==> src/rtl/pa_pkg.sv <==
// Shared types and default sizes for the PE-array operand feed path.
package pa_pkg;

  localparam int PA_SIZE_MAT   = 16;
  localparam int PA_WIDTH_DATA = 16;
  localparam int PA_BUS_W      = PA_SIZE_MAT * PA_WIDTH_DATA;

  typedef enum logic [1:0] {
    ST_IDLE  = 2'd0,
    ST_FEED  = 2'd1,
    ST_DRAIN = 2'd2
  } state_e;

  typedef struct packed {
    logic [PA_BUS_W-1:0] h;
    logic [PA_BUS_W-1:0] v;
  } pair_t;

endpackage

==> src/rtl/pa_pair_fifo.sv <==
// Operand-pair FIFO; a push is accepted when full only if a pop frees the head slot in the same cycle.
module pa_pair_fifo
  import pa_pkg::*;
#(
  parameter int FIFO_DEPTH = 4
) (
  input  logic                          clk_pe,
  input  logic                          rst_n,
  input  logic                          i_push,
  input  logic                          i_pop,
  input  pair_t                         i_data,
  output pair_t                         o_head,
  output logic                          o_full,
  output logic                          o_empty,
  output logic [$clog2(FIFO_DEPTH):0]   o_level
);

  localparam int               W_PTR    = $clog2(FIFO_DEPTH);
  localparam logic [W_PTR:0]   LVL_FULL = (W_PTR + 1)'(FIFO_DEPTH);

  pair_t              r_mem [FIFO_DEPTH];
  logic [W_PTR-1:0]   r_wr_ptr;
  logic [W_PTR-1:0]   r_rd_ptr;
  logic [W_PTR:0]     r_level;
  logic               w_push_ok;
  logic               w_pop_ok;

  assign o_full    = (r_level == LVL_FULL);
  assign o_empty   = (r_level == '0);
  assign w_pop_ok  = i_pop && !o_empty;
  assign w_push_ok = i_push && (!o_full || w_pop_ok);
  assign o_head    = r_mem[r_rd_ptr];
  assign o_level   = r_level;

  // NOTE: storage has no reset; pointers and level decide which entries are valid.
  always_ff @(posedge clk_pe) begin
    if (w_push_ok) r_mem[r_wr_ptr] <= i_data;
  end

  // NOTE: sequential state uses non-blocking assignments so every register samples pre-edge values.
  always_ff @(posedge clk_pe) begin
    if (!rst_n) begin
      r_wr_ptr <= '0;
      r_rd_ptr <= '0;
      r_level  <= '0;
    end else begin
      if (w_push_ok) r_wr_ptr <= r_wr_ptr + 1'b1;
      if (w_pop_ok)  r_rd_ptr <= r_rd_ptr + 1'b1;
      case ({w_push_ok, w_pop_ok})
        2'b10:   r_level <= r_level + 1'b1;
        2'b01:   r_level <= r_level - 1'b1;
        default: r_level <= r_level;
      endcase
    end
  end

endmodule

==> src/rtl/pa_feed_sched.sv <==
// Pairs incoming row beats into H/V operands, queues them, and feeds the PE array one tile at a time.
module pa_feed_sched
  import pa_pkg::*;
#(
  parameter int  SIZE_MAT   = PA_SIZE_MAT,
  parameter int  WIDTH_DATA = PA_WIDTH_DATA,
  parameter int  FIFO_DEPTH = 4,
  parameter int  N_RESULT   = 256,
  localparam int BUS_W      = SIZE_MAT * WIDTH_DATA
) (
  input  logic                        clk_pe,
  input  logic                        rst_n,
  input  logic                        in_valid_i,
  input  logic [BUS_W-1:0]            in_data_i,
  input  logic                        pa_read_en_i,
  input  logic                        pa_result_valid_i,
  output logic                        pa_data_rdy_o,
  output logic [BUS_W-1:0]            pa_h_bus_o,
  output logic [BUS_W-1:0]            pa_v_bus_o,
  output logic                        tile_done_o,
  output logic                        busy_o,
  output logic                        overflow_o,
  output logic [$clog2(FIFO_DEPTH):0] fifo_level_o,
  output logic [7:0]                  tile_cnt_o
);

  localparam int               W_POP    = $clog2(SIZE_MAT + 1);
  localparam int               W_RES    = $clog2(N_RESULT + 1);
  localparam logic [W_POP-1:0] POP_LAST = W_POP'(SIZE_MAT - 1);
  localparam logic [W_RES-1:0] RES_FULL = W_RES'(N_RESULT);

  state_e                      r_state;
  logic                        r_phase;
  logic [BUS_W-1:0]            r_h_hold;
  logic [W_POP-1:0]            r_pop_cnt;
  logic [W_RES-1:0]            r_res_cnt;
  logic [BUS_W-1:0]            r_h_bus;
  logic [BUS_W-1:0]            r_v_bus;
  logic                        r_tile_done;
  logic                        r_overflow;
  logic [7:0]                  r_tile_cnt;

  logic                        w_push;
  logic                        w_pop;
  logic                        w_full;
  logic                        w_empty;
  logic                        w_last_pop;
  logic                        w_finish;
  logic [W_RES-1:0]            w_res_next;
  logic [$clog2(FIFO_DEPTH):0] w_level;
  pair_t                       w_push_pair;
  pair_t                       w_head;

  assign w_push      = in_valid_i && r_phase;
  assign w_push_pair = '{h: r_h_hold, v: in_data_i};

  assign pa_data_rdy_o = (r_state == ST_FEED) && !w_empty;
  assign w_pop         = pa_read_en_i && pa_data_rdy_o;
  assign w_last_pop    = w_pop && (r_pop_cnt == POP_LAST);

  // NOTE: always_comb outputs get a default first so no path can infer a latch.
  always_comb begin
    w_res_next = r_res_cnt;
    if ((r_state != ST_IDLE) && pa_result_valid_i && (r_res_cnt != RES_FULL))
      w_res_next = r_res_cnt + 1'b1;
  end

  // A tile closes from DRAIN, or straight from FEED when the last pop meets the final result.
  assign w_finish = (w_res_next == RES_FULL) &&
                    (((r_state == ST_FEED) && w_last_pop) || (r_state == ST_DRAIN));

  pa_pair_fifo #(
    .FIFO_DEPTH (FIFO_DEPTH)
  ) u_fifo (
    .clk_pe  (clk_pe),
    .rst_n   (rst_n),
    .i_push  (w_push),
    .i_pop   (w_pop),
    .i_data  (w_push_pair),
    .o_head  (w_head),
    .o_full  (w_full),
    .o_empty (w_empty),
    .o_level (w_level)
  );

  always_ff @(posedge clk_pe) begin
    if (!rst_n) begin
      r_state     <= ST_IDLE;
      r_phase     <= 1'b0;
      r_h_hold    <= '0;
      r_pop_cnt   <= '0;
      r_res_cnt   <= '0;
      r_h_bus     <= '0;
      r_v_bus     <= '0;
      r_tile_done <= 1'b0;
      r_overflow  <= 1'b0;
      r_tile_cnt  <= '0;
    end else begin
      r_tile_done <= 1'b0;
      r_res_cnt   <= w_res_next;

      if (in_valid_i) begin
        r_phase <= !r_phase;
        if (!r_phase) r_h_hold <= in_data_i;
      end

      if (w_push && w_full && !w_pop) r_overflow <= 1'b1;

      if (w_pop) begin
        r_h_bus   <= w_head.h;
        r_v_bus   <= w_head.v;
        r_pop_cnt <= r_pop_cnt + 1'b1;
      end

      case (r_state)
        ST_IDLE:  if (!w_empty)   r_state <= ST_FEED;
        ST_FEED:  if (w_last_pop) r_state <= ST_DRAIN;
        ST_DRAIN: r_state <= ST_DRAIN;
        default:  r_state <= ST_IDLE;
      endcase

      if (w_finish) begin
        r_state     <= ST_IDLE;
        r_tile_done <= 1'b1;
        r_tile_cnt  <= r_tile_cnt + 1'b1;
        r_pop_cnt   <= '0;
        r_res_cnt   <= '0;
      end
    end
  end

  assign pa_h_bus_o   = r_h_bus;
  assign pa_v_bus_o   = r_v_bus;
  assign tile_done_o  = r_tile_done;
  assign busy_o       = (r_state != ST_IDLE);
  assign overflow_o   = r_overflow;
  assign fifo_level_o = w_level;
  assign tile_cnt_o   = r_tile_cnt;

endmodule
==> config.mk <==
export PLATFORM = sky130hd
export DESIGN_NAME = pa_feed_sched
export DESIGN_NICKNAME = d
export VERILOG_FILES = /design/src/rtl/pa_pkg.sv /design/src/rtl/pa_pair_fifo.sv /design/src/rtl/pa_feed_sched.sv
export SDC_FILE = /design/constraint.sdc
export NUM_CORES = 2
export LEC_CHECK = 0
export CELL_PAD_IN_SITES_DETAIL_PLACEMENT = 1
export CELL_PAD_IN_SITES_GLOBAL_PLACEMENT = 2
export CORE_ASPECT_RATIO = 0.8
export CORE_MARGIN = 2
export CORE_UTILIZATION = 40
export CTS_BUF_LIST = sky130_fd_sc_hd__clkbuf_8
export DETAILED_ROUTE_END_ITERATION = 7
export HOLD_SLACK_MARGIN = 0.12
export PLACE_DENSITY = 0.72
export SYNTH_ARGS = -nofsm -noshare
export SYNTH_HDL_FRONTEND = slang
export SYNTH_HIERARCHICAL = 1
export SYNTH_SLANG_ARGS = --single-unit
==> constraint.sdc <==
create_clock -name clk_pe -period 39.6 [get_ports clk_pe]
set_input_delay 3.96 -clock clk_pe [delete_from_list [all_inputs] [get_ports clk_pe]]
set_output_delay 3.96 -clock clk_pe [all_outputs]
set_load 0.02 [all_outputs]
Word-level counts from Yosys, hierarchy flattened:

Memories as Yosys holds them, arrays and structs flattened. A register that Yosys moved wholly into a read port is not among the register bits.
Cells that the tools add are included.

* equality and inequality tests: 10
* bitwise logic cells: 2
* multipliers: 0
* magnitude comparators: 0
* multiplexer cells: 8
* add/sub/neg operators: 7
* shift operators: 0
* divide/modulo/power cells: 0
* reductions and logical operators: 26

Operator list (count)
* $logic_and 1x1->1: 12
* $add 9x1->9 const B: 1
* $eq 9x9->1 const B: 1
* $mux 9: 1
* $ne 9x9->1 const B: 1
* $add 8x1->8 const B: 1
* $pmux 2 s3: 1
* $pmux 3 s2: 1
* $add 5x1->5 const B: 1
* $eq 5x4->1 const B: 1
* $logic_not 1->1: 5
* $add 2x1->2 const B: 2
* $eq 2x1->1 const B: 2
* $eq 2x2->1 const B: 2
* $mux 2: 2
* $ne 2x2->1 const B: 2
* $reduce_and 2->1: 2
* $reduce_bool 2->1: 2
* $add 3x1->3 const B: 1
* $eq 3x3->1 const B: 1
* $logic_not 3->1: 1
* $mux 1: 3
* $sub 3x1->3 const B: 1
* $logic_not 2->1: 1
* 3 further kinds: 5

* bits in latches: 0
* logic and storage cells: 65
* ROM bits: 0
* memories kept: 1
* RAM bits: 2048
* bits in registers: 290
* output and inout bits: 527

Memory list
* u_fifo.r_mem: words 4, width 512, read ports 1, clocked after Yosys merged registers in 1, write ports 1, line pa_pair_fifo.sv:21 `pair_t r_mem [FIFO_DEPTH];`

Depth between registers and ports, before layout:

* depth in word-level cells: 9
* mapped depth: 13
* depth with buffers taken out: 11

Cells and area by module:

The synthesis kept the hierarchy.

Modules (own cells, without submodules)
* pa_pair_fifo: times used 1, cells each 2734, seq. area each 61679.2 um2, area each 74536.5 um2
* pa_feed_sched: times used 1, cells each 3504, seq. area each 15915.3 um2, area each 29477.0 um2

Worst setup path after synthesis:

Ideal clock, no wire load.

* kind: in2reg
* start point: input port pa_read_en_i
* end point: memory u_fifo/r_mem[0][0] in the netlist's numbering (enable)
* slack: 21.970 ns
* data required time: 38.657 ns
* path buffers: 2
* arrival time: 16.686 ns
* stages on the path: 7
* path through: nand2_1 -> inv_2 -> clkbuf_1 -> clkbuf_1 -> nor4b_2 -> and2b_4 -> and2_1

* longest elaborated chain between the ends: 6

RTL lines
* start, declared: line pa_feed_sched.sv:15 `input logic pa_read_en_i,`
* $logic_and 1x1->1: line pa_feed_sched.sv:58 `assign w_pop = pa_read_en_i && pa_data_rdy_o;`
* net w_pop: line pa_feed_sched.sv:44 `logic w_pop;`
* $logic_and 1x1->1: line pa_pair_fifo.sv:30 `assign w_pop_ok = i_pop && !o_empty;`
* $logic_or 1x1->1: line pa_pair_fifo.sv:31 `assign w_push_ok = i_push && (!o_full || w_pop_ok);`
* $logic_and 1x1->1: line pa_pair_fifo.sv:31
* $mux 1: line pa_pair_fifo.sv:37 `if (w_push_ok) r_mem[r_wr_ptr] <= i_data;`
* $mux 1 (implied by the code): line pa_pair_fifo.sv:37
* end, declared: line pa_pair_fifo.sv:21

The timed path passes the listed nets, and every way through them passes these cells.

Worst setup path after layout:

* start point: input port pa_read_en_i
* end point: memory u_fifo/r_mem[2][41] in the netlist's numbering (enable)

* longest elaborated chain between the ends: 6

RTL lines (line)
* $logic_and 1x1->1: pa_feed_sched.sv:58
* $logic_and 1x1->1: pa_pair_fifo.sv:30
* $logic_or 1x1->1: pa_pair_fifo.sv:31
* $logic_and 1x1->1: pa_pair_fifo.sv:31
* $mux 1: pa_pair_fifo.sv:37
* $mux 1 (implied by the code): pa_pair_fifo.sv:37

Every way passes these cells.

==> summary.md <==
| Metric | Value |
|---|---|
| Data arrival, critical path | `10.03 ns` |
| Vias in the first global route | `59400` |
| Post-synthesis sequential area ratio | `74.6%` |
| Num CTS Buffers | `448` |
| Worst r2r path cells | `11` |
| H-tree depth | `5` |
| Most used routing layer | `met2` |
| HPWL after DPL | `163000 um` |
| Post-synth top cells | `edfxtp_1 (2048), nand2_1 (1558), dfxtp_1 (804)` |
| Critical Path End Type | `flip-flop` |
| Hold path depth | `2` |
| Fillers | `25000` |
| Synth area leaders | `edfxtp_1 (59%), dfxtp_1 (15%), mux4_2 (11%), nand2_1 (5.6%), a21boi_0 (5.6%)` |
| Critical path buffers and inverters | `6` |
| Crit-path cells | `clkdlybuf4s50_1 > nand2_4 > inv_8 > nor4b_2 > and2b_4 > and2_4 > buf_4 > buf_4 > buf_4 > buf_4` |
| Worst setup path start | `pa_read_en_i` |
| GRT Residual Overflow | `0` |
| Worst path max stage delay | `0.78 ns` |
| Simple-gate share of the synthesized area | `6.09%` |
| Die width | `574 um` |
| FF-to-FF End | `u_fifo/r_mem[2][41]` |
| Final hold viol count | `0` |
| Tcrit/Tclk final | `23.9%` |
| Flop-to-flop setup slack | `32.50 ns` |
| Root Buffer | `clkbuf_8` |
| Final Setup Violations | `0` |
| Antenna viol nets, final | `0` |
| Worst path most repeated cell | `buf_4` |
| Fin crit period | `9.45 ns` |
| Startpoint Class | `primary input` |
| Mux contribution to synthesized area | `11.2%` |
| Routed WL | `270000 um` |
| CTS max path bufs | `4` |
| CTS tree | `yes` |
| Pin count of the biggest net entering global routing | `184` |
| Max cap viols | `0` |
| First-pass GRT wire length | `399000 um` |
| Largest family of logic cells by synthesized area | `multiplexers` |
| Area Growth Syn to Fin | `19.0%` |
| PD cells | `47.2 nW/um^2` |
| Layout cell share with drive strength beyond 1 | `16.0%` |
| IO Count | `788` |
| Setup WS pre-CTS | `29.20 ns` |
| Setup Fix Bufs, Post-CTS | `0` |
| Hold WC Path Type | `flip-flop to flip-flop` |
| Initial Util | `40.2%` |
| Cts repair resizes | `0` |
| Final count of pins violating max slew | `0` |
| DRT Pass-1 Iters | `6` |
| GRT Resource Usage Total | `20.1%` |
| RSZ-0062 raised after global routing | `false` |
| Fmax | `106 MHz` |
| Yosys warnings | `6` |
| Hold path startpoint | `pa_h_bus_o[133]` |
| Clock sink total | `2852` |
| Core Footprint | `259000 um^2` |
| Hold Slack | `0.463 ns` |
| Worst vdd ir | `0.0333 mV` |
| Detailed-route wire length per cell | `24.5 um` |
| Library cells used by synthesis | `53` |
| DIE AREA | `264000 um^2` |
| Clock transition at path regs | `0.06 ns` |
| Synth Net Count | `6512` |
| Final setup TNS | `0 ns` |
| Post-synth top area cell | `edfxtp_1` |
| Hold Path Sink | `pa_h_bus_o[133]` |
| Status | `complete, no violations` |
| FF+latch count, synth | `2852` |
| Post-Synth Adder-Cell Area | `0.164%` |
| LEAKAGE | `39.6 nW` |
| GR Layer Usage met1 | `28.1%` |
| Crit-path max FO | `116` |
| Cell family with most CP delay | `buffers and inverters` |
| Core Util, Final | `47.9%` |
| Vias per std cell | `5.12` |
| Yosys top cell area share | `59.1%` |
| Cts hold-fix bufs | `0` |
| Worst Tran Pin Value | `1.15 ns` |
| Type of the worst setup path | `primary input to flip-flop` |
| Crit Reg-Reg Startpoint | `u_fifo/o_level[1]` |
| Synth Cell Area | `104000 um^2` |
| Remaining routing DRC violations | `0` |
| GR Util met2 | `32.3%` |
| Iter 0 DRT Violations | `3894` |
| Clock Latency Late Sink | `1.01 ns` |
| Slowest-stage cell, CP | `buf_4` |
| Top FF cell, synth | `edfxtp_1` |
| Post-synthesis xor/xnor area fraction | `0.143%` |
| Clock skew | `0.0615 ns` |
| Met3 Use GR | `4.17%` |
| Synth Area in Compound Gates | `5.86%` |
| Nets | `7453` |
| Port bufs | `787` |
| Post-synthesis async set-or-reset flop share | `0%` |
| Avg Cell Area, Syn | `16.7 um^2` |
| Via Count | `56500` |
| Global placer's final weighted congestion | `0.741` |
| Setup ws final | `30.15 ns` |
| Die height | `460 um` |
| Rows | `167` |
| Initial antenna violation count | `59` |
| Number of synthesized flops with an enable pin | `2048` |
| Worst EP required | `40.18 ns` |
| Mapped Cells | `6238` |
| Most frequent cell after synthesis | `edfxtp_1` |
| Worst slew margin | `22.5%` |
==> per-stage QoR <==
stage	power [mW]	instances	cell area (um^2)
6_report	5.84	11000	124000
5_1_grt	6.06	11000	124000
4_1_cts	5.92	11000	124000
3_5_place_dp	3.49	10200	115000
3_3_place_gp	3.49	10200	115000
2_1_floorplan	3.41	6238	104000
==> where the power goes <==
part / switching, mW / internal (mW)
Sequential: 0.0249 / 3.24
Clock: 1.16 / 1.25
Combinational: 0.0970 / 0.0638
Total: 1.28 / 4.56
==> state kept, by name, summed over array words and instances (netlist names), named ones only <==
signal / flops
overflow_o: 1
pa_h_bus_o: 256
pa_v_bus_o: 256
r_h_hold: 256
r_phase: 1
r_pop_cnt: 5
r_res_cnt: 9
r_state: 2
tile_cnt_o: 8
tile_done_o: 1
u_fifo/o_level: 3
u_fifo/r_mem: 2048
u_fifo/r_rd_ptr: 2
u_fifo/r_wr_ptr: 2
==> cells by family after synthesis <==
logic type	count (synthesis)
AND/OR/NAND/NOR	1634
flip-flops	2852
multiplexers	522
AO/OA/AOI/OAI	801
adder cells (fa/ha/maj)	13
buffers and inverters	399
XOR/XNOR	17
==> layer usage <==
layer | share of wire [%] | vias up
li1 | - | 25200
met1 | 45 | 29300
met2 | 47 | 1462
met3 | 5.7 | 448
met4 | 2.2 | 66
met5 | 0.16 | -
==> worst max path at each step <==
stage                                      end  cells after the start
after floorplan             u_fifo/r_mem[0][0]                      7
after global routing       u_fifo/r_mem[2][41]                     10
after global placement    u_fifo/r_mem[2][278]                     10
after detailed placement  u_fifo/r_mem[2][278]                     10
final                      u_fifo/r_mem[2][41]                     10
after CTS                  u_fifo/r_mem[2][43]                     10
==> placed cells by master (no fill, tap or decap), drive strengths merged, types with 2 or more instances in the layout <==
master / instances
a211oi: 2
a21boi: 772
a21oi: 4
a31oi: 3
and2: 12
and3: 2
buf: 88
bufinv: 11
clkbuf: 508
clkdlybuf4s50: 786
clkinv: 88
clkinvlp: 4
dfxtp: 804
diode: 7
edfxtp: 2048
ha: 12
inv: 244
mux2i: 10
mux4: 512
nand2: 1558
nand2b: 11
nand3: 3
nand3b: 3
nand4: 5
nor2: 22
nor2b: 5
nor3: 2
nor4: 3
nor4bb: 2
o21ai: 4
o311ai: 5
o41ai: 5
xnor2: 9
xor2: 8
==> tightest hold or removal path: cells and delay by family, from the launching register on <==
family / cells / cell delay, ns
flops: 1 / 0.31
compound gates: 1 / 0.06
simple gates: 1 / 0.05
==> final cells by class <==
class                      count  area (um^2)  area share [%]
sequential                  2852        77600            62.7
multi-input combinational   2987        24400            19.7
clock inverter               331         1770            1.43
clock buffer                 508         6990            5.65
tap                         3464         4330            3.50
inverter                      16         67.6          0.0546
timing repair buffer         874         8600            6.95
antenna                        7         17.5          0.0142
(Power assumes the default switching activity.)
